**config.mk**
```make
export PLATFORM = sky130hd
export DESIGN_NAME = envelope_adsr
export DESIGN_NICKNAME = d
export VERILOG_FILES = /design/src/rtl/envelope_adsr.sv
export SDC_FILE = /design/constraint.sdc
export NUM_CORES = 1
export LEC_CHECK = 0
export ABC_AREA = 1
export BUFFER_PORTS_ARGS = -buffer_cell sky130_fd_sc_hd__buf_4
export CORE_MARGIN = 1.5
export CORE_UTILIZATION = 58
export CTS_BUF_LIST = sky130_fd_sc_hd__clkbuf_16
export CTS_CLUSTER_DIAMETER = 100
export DETAILED_ROUTE_END_ITERATION = 16
export PLACE_DENSITY = 0.81
export SYNTH_ARGS = -nofsm -noshare
export SYNTH_HDL_FRONTEND = slang
export SYNTH_SLANG_ARGS = --single-unit
export TNS_END_PERCENT = 50
```
**constraint.sdc**
```tcl
create_clock -name clk_i -period 6 [get_ports clk_i]
set_input_delay 0.3 -clock clk_i [delete_from_list [all_inputs] [get_ports clk_i]]
set_output_delay 0.3 -clock clk_i [all_outputs]
set_load 0.01 [all_outputs]
```
**src/rtl/envelope_adsr.sv**
```systemverilog
// ADSR envelope generator: scales a ready/valid stream of signed samples by the envelope level.
// Optional build macro ENVELOPE_ADSR_EXP_RELEASE_EN selects an approximately exponential release tail.
module envelope_adsr #(
   parameter int SAMPLE_W = 16,
   parameter int ENV_W    = 16
) (
   input  logic                       clk_i,
   input  logic                       rst_ni,
   input  logic                       gate_i,
   input  logic [ENV_W-1:0]           attack_step_i,
   input  logic [ENV_W-1:0]           decay_step_i,
   input  logic [ENV_W-1:0]           sustain_level_i,
   input  logic [ENV_W-1:0]           release_step_i,
   input  logic signed [SAMPLE_W-1:0] sample_i,
   input  logic                       sample_valid_i,
   output logic                       sample_ready_o,
   output logic signed [SAMPLE_W-1:0] sample_o,
   output logic                       sample_valid_o,
   input  logic                       sample_ready_i,
   output logic [2:0]                 state_o,
   output logic [ENV_W-1:0]           level_o
);

   typedef enum logic [2:0] {
      S_IDLE    = 3'd0,
      S_ATTACK  = 3'd1,
      S_DECAY   = 3'd2,
      S_SUSTAIN = 3'd3,
      S_RELEASE = 3'd4
   } state_t;

   localparam int PW = SAMPLE_W + ENV_W + 1;
   localparam logic [ENV_W-1:0] FULL = '1;

   state_t                       state_q, state_d;
   logic [ENV_W-1:0]             level_q, level_d;
   logic signed [SAMPLE_W-1:0]   sample_q, sample_d;
   logic                         valid_q, valid_d;
   logic                         gate_q;
   logic                         tick;
   logic                         gate_rise;
   logic [ENV_W-1:0]             rel_dec;
   logic [ENV_W-1:0]             lv_step;

   function automatic logic [ENV_W-1:0] sat_add(input logic [ENV_W-1:0] a,
                                                 input logic [ENV_W-1:0] b);
      logic [ENV_W:0] s;
      s = {1'b0, a} + {1'b0, b};
      return s[ENV_W] ? FULL : s[ENV_W-1:0];
   endfunction

   // Subtract with a floor; also clamps when the level already sits below the floor.
   function automatic logic [ENV_W-1:0] floor_sub(input logic [ENV_W-1:0] a,
                                                   input logic [ENV_W-1:0] dec,
                                                   input logic [ENV_W-1:0] flr);
      if (a < dec || (a - dec) <= flr) return flr;
      return a - dec;
   endfunction

   function automatic logic signed [SAMPLE_W-1:0] scale(input logic signed [SAMPLE_W-1:0] s,
                                                         input logic [ENV_W-1:0] lv);
      logic signed [PW-1:0] se, le, p;
      se = PW'(s);
      le = $signed(PW'(lv));
      p  = se * le;
      return SAMPLE_W'(p >>> ENV_W);
   endfunction

   assign sample_ready_o = !valid_q || sample_ready_i;
   assign tick           = sample_valid_i && sample_ready_o;
   assign gate_rise      = gate_i && !gate_q;
   assign sample_o       = sample_q;
   assign sample_valid_o = valid_q;
   assign state_o        = state_q;
   assign level_o        = level_q;

`ifdef ENVELOPE_ADSR_EXP_RELEASE_EN
   assign rel_dec = (release_step_i > (level_q >> 4)) ? release_step_i : (level_q >> 4);
`else
   assign rel_dec = release_step_i;
`endif

   always_comb begin
      state_d  = state_q;
      level_d  = level_q;
      sample_d = sample_q;
      valid_d  = valid_q;
      lv_step  = level_q;

      case (state_q)
         S_IDLE:    lv_step = '0;
         S_ATTACK:  lv_step = (attack_step_i == '0) ? FULL : sat_add(level_q, attack_step_i);
         S_DECAY:   lv_step = (decay_step_i == '0) ? sustain_level_i
                                : floor_sub(level_q, decay_step_i, sustain_level_i);
         S_SUSTAIN: lv_step = sustain_level_i;
         S_RELEASE: lv_step = (release_step_i == '0) ? '0 : floor_sub(level_q, rel_dec, '0);
         default:   lv_step = '0;
      endcase

      // The product always uses the level held before this tick's update.
      if (tick) begin
         level_d  = lv_step;
         sample_d = scale(sample_i, level_q);
         valid_d  = 1'b1;
         case (state_q)
            S_ATTACK:  if (lv_step == FULL)            state_d = S_DECAY;
            S_DECAY:   if (lv_step == sustain_level_i) state_d = S_SUSTAIN;
            S_RELEASE: if (lv_step == '0)              state_d = S_IDLE;
            default:   state_d = state_q;
         endcase
      end else if (sample_ready_i) begin
         valid_d = 1'b0;
      end

      if (!gate_i && (state_q == S_ATTACK || state_q == S_DECAY || state_q == S_SUSTAIN))
         state_d = S_RELEASE;
      else if (gate_rise && (state_q == S_IDLE || state_q == S_RELEASE))
         state_d = S_ATTACK;
   end

   always_ff @(posedge clk_i or negedge rst_ni) begin
      if (!rst_ni) begin
         state_q  <= S_IDLE;
         level_q  <= '0;
         sample_q <= '0;
         valid_q  <= 1'b0;
         gate_q   <= 1'b0;
      end else begin
         state_q  <= state_d;
         level_q  <= level_d;
         sample_q <= sample_d;
         valid_q  <= valid_d;
         gate_q   <= gate_i;
      end
   end

endmodule

```
==> run summary, run 1 <==
The max-slew violation total from the final report came out at 0. In this run the register-to-register setup slack is 0.14 ns. The most numerous cell type found on the critical path is sky130_fd_sc_hd__fa_1. The latest clock arrival within the worst-skew pair is 0.29 ns. The cell sitting at the root of the clock tree is a sky130_fd_sc_hd__clkbuf_16.

The share of the synthesized netlist area taken by xor and xnor gates came out at 0.01809. The number of sinks on the clock net is 37. The launch instance of the worst register-to-register path is level_o[13]. The portion of synthesized cell area occupied by the leading cell type came out at 0.2627. The gate count after technology mapping is 2204. For this run, the slowest stage of the critical path takes 0.56 ns. The area growth from synthesis to layout is 13.44%. The number of antenna violations at the first check in global routing came out at 1. The initial DRC count came out at 1161. The post-synthesis mux area share is 0.

Averaged over all synthesized cells, the footprint is 6.777 µm². The CTS buffer count came out at 5. Dividing the final minimum period by the clock period gives 0.9766.

Using the TritonRoute via totals, the vias-per-cell ratio works out to 5.520. The starting density of the core is 0.5915. After clock tree synthesis, the clock-pin slew on the worst setup and hold paths is 0.06 ns. Of the total synthesized cell area, the portion taken by AND, OR, NAND and NOR gates is 0.2834. The path class of the tightest hold or removal check is input pin to register. The capturing element type of the critical path is a register.

The largest area contributor in the netlist is sky130_fd_sc_hd__fa_1. In the layout the commonest cells are 624 x sky130_fd_sc_hd__nand2_1, 531 x sky130_fd_sc_hd__inv_1, 196 x sky130_fd_sc_hd__fa_1, 184 x sky130_fd_sc_hd__buf_4, 172 x sky130_fd_sc_hd__ha_1. In this run the worst setup path terminates at sample_o[10].

The final net count came out at 2791. The wire length of the first global-routing pass came out at 70230 µm. Measured along the x axis, the die boundary spans 163.5 µm.

The detailed router placed 14700 vias in this run. Fill cells in the final layout number 2212. The transition time at the pin with the least slew margin is 1.221 ns.

Global routing finished with a remaining overflow of 0. The tightest hold margin came out at 0.1545 ns. The slowest library cell on the worst path is sky130_fd_sc_hd__fa_1. During synthesis, Yosys emitted a total of 0 warnings. By startpoint and endpoint, the worst setup path is classified as register to register. In this run the critical register-to-register path is captured at sample_o[10]. The routed design could run at a clock period as short as 5.860 ns. Traced cell by cell, the critical path runs through buf_6, nand2_1, fa_1, inv_1, fa_1, inv_1, fa_1, fa_1, fa_1, inv_1, fa_1, ha_4, a21oi_2, o221ai_2, a21oi_2, o21ai_0, a21oi_1, o21bai_1, or2_2, nand3_1, nand2_1. The pin count of the biggest net entering global routing came out at 38. The post-route setup TNS came out at 0 ns. Leaving out fill and tap cells, the most frequent cell in the layout is sky130_fd_sc_hd__nand2_1.

Once routing completed, OpenROAD measured the worst setup slack at 0.1403 ns. The critical path startpoint category is a register. For this run, the total global-route usage over all layers was measured as 0.3373. The maximum level of the CTS H-tree is 2. The count of standard-cell rows is 58.

The arrival time of the worst setup path came out at 6.03 ns. Of all nets on the critical path, the largest fanout is 6. Derived from the worst setup path, the maximum achievable clock frequency is 170.7 MHz.

The flow ran to the end, and the final reports show no timing, DRC or antenna violations. The net count after synthesis is 2663. The total of max-cap violations is 0. The routed wire length came out at 44980 µm.

The worst slack at placement came out at -0.2514 ns. The final weighted congestion in routability-driven placement came out at 1.012. The number of cells on the worst reg-to-reg path is 21. The arithmetic-cell share of the synthesized area counting full adders, half adders and majority gates is 0.4118. The largest buffer count on any clock path came out at 2. The number of global-route vias before repair is 13882. The HPWL after detailed placement came out at 37230 µm. TritonCTS built the clock tree. The count of endpoints failing hold in the final timing report is 0.

By area the synthesized netlist is led by sky130_fd_sc_hd__fa_1 26%, sky130_fd_sc_hd__nand2_1 16%, sky130_fd_sc_hd__ha_1 15%. The multi-input logic area came out at 11840 µm². The compound-cell area share of the yosys netlist is 0.06752. The number of different library cells used by synthesis comes to 54.

Summing every instance area after synthesis gives 14940 µm². The core area is 25250 µm². The main combinational cell family by area after synthesis is adder cells. The fraction of layout instances using a drive strength above 1 is 0.1389. The critical path starts at level_o[13]. Synthesis inferred 37 register bits.

The first detailed-routing pass ran for 7 iterations. The die area came out at 26720 µm². The routed length per placed instance is 16.89 µm. The remaining routing DRC violations came out at 0. Input and output buffers added on the ports amount to 121.

The utilization of the core after routing is 0.6710. The number of nets still failing antenna checks after routing came out at 0. The worst clock skew on the final layout came out at 0.003129 ns.

The setup-violating endpoint count in the final report came out at 0. The area taken by flip-flops and latches came out at 937.1 µm². The number of inserted diodes came out at 0. The relative slew slack is 0.1815. The height of the die is 163.5 µm. The sequential fraction of the synthesis area is 0.06199. The count of boundary I/O pins came out at 122. The required arrival time at the worst endpoint is 6.17 ns.
==> per-stage QoR <==
| stage | cell area, µm² | std cells |
|---|---|---|
| final | 16950 | 2663 |
| after floorplan | 14950 | 2204 |
| after CTS | 16560 | 2642 |
| after global placement | 16360 | 2633 |
| after global routing | 16950 | 2663 |
| after detailed placement | 16360 | 2633 |
==> sequential cells by signal, summed over array words and instances (netlist names) <==
register	count
state_o	3
sample_o	16
level_o	16
sample_valid_o	1
gate_q	1
==> area by class of cell <==
class / count / area share
Timing Repair Buffer: 195 / 0.09023
Clock inverter: 3 / 0.003840
Tap cell: 330 / 0.02437
Clock buffer: 5 / 0.007384
Inverter: 541 / 0.1201
Multi-Input combinational cell: 1552 / 0.6987
Sequential cell: 37 / 0.05531
==> worst min path at each step <==
stage / startpoint / to / slack, ns / depth (start not counted)
global route: gate_i / gate_q / 0.15 / 1
floorplan: rst_ni / gate_q / 0.004 / 0
CTS: gate_i / gate_q / 0.15 / 1
global placement: rst_ni / state_o[0] / 0.30 / 1
finish: gate_i / gate_q / 0.15 / 1
detailed placement: rst_ni / state_o[2] / 0.29 / 1
==> metal layers <==
metal	track usage	vias up	part of all wire
met5	0	-	0
met4	0.1186	0	0.042
met3	0.04038	113	0.089
met2	0.5507	657	0.46
met1	0.4621	7033	0.41
li1	-	6897	-
==> synthesized netlist by cell type (all sizes together) <==
library cell and count:
xor2 15, nor4 5, and2 2, nor2 121
o21ai 54, buf 6, nand2 648, nand4 39
clkbuf 68, clkinv 3, o211ai 4, o31ai 1
or2 22, a21oi 79, dfrtp 37, a22oi 1
a21o 3, a22o 1, nor3 23, a21boi 1
o221ai 1, a221oi 2, o2111ai 1, fa 196
o21a 7, nand3b 11, nand3 101, o21bai 10
a31oi 11, ha 178, xnor2 15, inv 538
==> timing repair <==
action | in CTS | in global routing
buffers inserted | 0 | 21
pin swaps | 0 | 17
gates resized for setup | 2 | 53
endpoints found under the setup margin | 6 | 10
hold buffers | 1 | 0
endpoints found under the hold margin | 22 | 0
==> kinds of logic (layout without fill, tap and decap cells) <==
kind of cell | after synthesis | in the layout
and+or+nand+nor | 972 | 972
buffers and inverters | 615 | 744
adders and majority gates | 374 | 374
AOI/OAI and AO/OA | 176 | 176
DFF | 37 | 37
xor gates and xnor gates | 30 | 30
==> critical path: cells and delay by family (launching register included) <==
kind / cells / cell delay [ns]
and+or+nand+nor: 4 / 0.49
buffers and inverters: 4 / 0.36
AOI/OAI and AO/OA: 6 / 1.12
adders and majority gates: 7 / 3.34
DFF: 1 / 0.44
Power of run 1 is left out: the tool's default activity adds up to more than one toggle a clock period on the data nets, which glitch-free logic cannot reach.
==> run 2: changes to the inputs <==
--- a/constraint.sdc
+++ b/constraint.sdc
@@ -3,2 +3,2 @@
 set_output_delay 0.3 -clock clk_i [all_outputs]
-set_load 0.01 [all_outputs]
+set_load 0.005 [all_outputs]
==> run 2 against run 1 <==
  * Routed wire length rose by 1.3%
  * Core utilization fell by 0.58 points
  * Die area did not move
==> run summary, run 2 (same netlist as run 1, synthesis figures left out) <==
The run finished with clean final reports. The total of max-cap violations came out at 0. The fraction of layout instances using a drive strength above 1 is 0.1356. The number of nets still failing antenna checks after routing came out at 0.

The first global-routing pass estimated 73680 µm of wire. During I/O placement, the number of pins put on the boundary was 122. Of the available clock period, the critical path in the final layout requires 0.9718.

The clock transition at the registers of the reported paths came out at 0.07 ns. The min-delay analysis places its worst path in the category input pin to register. The internal reg-to-reg setup slack came out at 0.17 ns. The number of global-route vias before repair was 14453. The final weighted congestion in routability-driven placement is 0.9630.

The global-route usage over all layers came out at 0.3568. The peak clock frequency supported by timing came out at 171.5 MHz. The maximum level of the CTS H-tree came out at 2.

After floorplanning, the core was sized to cover 25250 µm². The worst clock skew on the final layout is 0.01067 ns. The die area came out at 26720 µm². The filler cell count came out at 2272. The final net count is 2788. The transition time at the pin with the least slew margin came out at 0.9280 ns. The routed wire length came out at 45550 µm. The number of inserted diodes is 0.

The class of the most critical setup path is register to register. The critical path startpoint category is a register. The clock drives 37 sinks.

The CTS buffer count came out at 5. For the worst-skew pair, the clock arrives at the later sink with an insertion delay of 0.31 ns. In the final routed layout, each cell accounts on average for 17.13 µm. The shortest period the worst path allows is 5.831 ns. The vias after detailed routing came out at 14393. The worst setup path is captured at a register. The width of the die is 163.5 µm. The post-detailed-route via-to-cell ratio is 5.411. The global-route congestion overflow total is 0. The starting density of the core came out at 0.5915. The number of antenna violations at the first check in global routing is 0. The setup-violating endpoint count in the final report came out at 0. From synthesis to final layout, the design area changed by 12.46%.

The count of endpoints failing hold in the final timing report came out at 0. The longest clock path from root to sink contains 2 buffers. The biggest fanout along the worst timing path came out at 13. The multi-input logic area came out at 11760 µm². The arrival time of the worst setup path came out at 6.06 ns.

The max-slew violation total from the final report came out at 0. The floorplan has 58 rows. The height of the die came out at 163.5 µm. During placement, the flow inserted port buffers numbering 121. The most frequent standard cell in the layout excluding fill and tap cells is sky130_fd_sc_hd__nand2_1. Hold is met by 0.1223 ns. The initial DRC count is 1174.

The first-pass iteration count of the detailed router came out at 6. Setup repair after global routing could not meet its margin everywhere. The remaining routing DRC violations came out at 0.

The HPWL after detailed placement came out at 38180 µm. The root buffer cell chosen for the clock tree is sky130_fd_sc_hd__clkbuf_16. The pin count of the biggest net entering global routing came out at 38.

At the worst endpoint, the required time is 6.23 ns. The TritonCTS clock tree is yes. The relative slew slack came out at 0.3766. Leaving out fill and tap cells, the most frequent cells in the layout are 627 x sky130_fd_sc_hd__nand2_1, 527 x sky130_fd_sc_hd__inv_1, 195 x sky130_fd_sc_hd__fa_1, 181 x sky130_fd_sc_hd__buf_4, 177 x sky130_fd_sc_hd__ha_1. The area taken by flip-flops and latches came out at 934.6 µm².
[run 2: changes by cell type in the layout (fill, tap and decap cells not counted), sizes merged]
cell	before	now
buf	194	191
bufinv	2	1
clkinvlp	0	1
[run 2: final timing paths]
| check | startpoint | endpoint | cells after the start |
|---|---|---|---|
| max reg2reg | level_o[10] | sample_o[12] | 23 |
| max in group asynchronous | rst_ni | level_o[11] | 2 |
| max | level_o[10] | sample_o[12] | 23 |
| min in group asynchronous | rst_ni | sample_o[3] | 2 |
| min reg2reg | sample_o[9] | sample_o[9] | 2 |
| min | gate_i | gate_q | 1 |
[run 2: metal layers]
layer,share of wire,track usage
met4,0.041,0.1368
met2,0.49,0.6198
met3,0.074,0.04977
met1,0.40,0.4485
met5,0,0
[run 2: repair_timing]
action                                  4_1_cts  5_1_grt
gates resized for setup                       4       47
hold endpoints to repair                      6        0
pin swaps                                     1       14
endpoints found under the setup margin        3       12
hold buffers                                  1        0
cloned                                        0        1
setup buffers                                 0        8
[run 2: layout make-up]
type | instances | area share
Inverter | 541 | 0.1212
Clock buffer | 5 | 0.007448
Sequential cell | 37 | 0.05564
Clock inverter | 3 | 0.002458
Timing Repair Buffer | 192 | 0.08893
Multi-Input combinational cell | 1552 | 0.6998
Tap cell | 330 | 0.02458
[run 2: critical path, stage by stage, from the launching register on]
cell and delay (ns):
sky130_fd_sc_hd__dfrtp_1 0.36, sky130_fd_sc_hd__buf_4 0.17, sky130_fd_sc_hd__buf_8 0.18, sky130_fd_sc_hd__nand2_1 0.09
sky130_fd_sc_hd__fa_1 0.50, sky130_fd_sc_hd__inv_1 0.05, sky130_fd_sc_hd__fa_1 0.50, sky130_fd_sc_hd__inv_1 0.06
sky130_fd_sc_hd__fa_1 0.48, sky130_fd_sc_hd__fa_1 0.51, sky130_fd_sc_hd__fa_1 0.49, sky130_fd_sc_hd__inv_1 0.05
sky130_fd_sc_hd__fa_1 0.45, sky130_fd_sc_hd__ha_1 0.33, sky130_fd_sc_hd__a21oi_1 0.25, sky130_fd_sc_hd__o221ai_2 0.15
sky130_fd_sc_hd__a21oi_2 0.21, sky130_fd_sc_hd__nor2_2 0.08, sky130_fd_sc_hd__o21ai_1 0.13, sky130_fd_sc_hd__o211ai_1 0.13
sky130_fd_sc_hd__nand2_1 0.11, sky130_fd_sc_hd__o211ai_1 0.11, sky130_fd_sc_hd__or2_4 0.24, sky130_fd_sc_hd__a31oi_1 0.12
[run 2: stage by stage]
step / setup WS, ns / util / cells / TNS, ns / cell area, µm²
finish: 0.1694 / 0.6652 / 2660 / 0 / 16800
global route: -0.03956 / 0.6652 / 2660 / -0.08501 / 16800
CTS: 0.01487 / 0.6576 / 2651 / 0 / 16610
floorplan: 0.01389 / - / 2204 / 0 / 14950
detailed placement: -0.1203 / 0.6500 / 2642 / -0.1227 / 16420
global placement: 0.006970 / 0.6500 / 2642 / 0 / 16420
Power of run 2 is left out for the same reason.
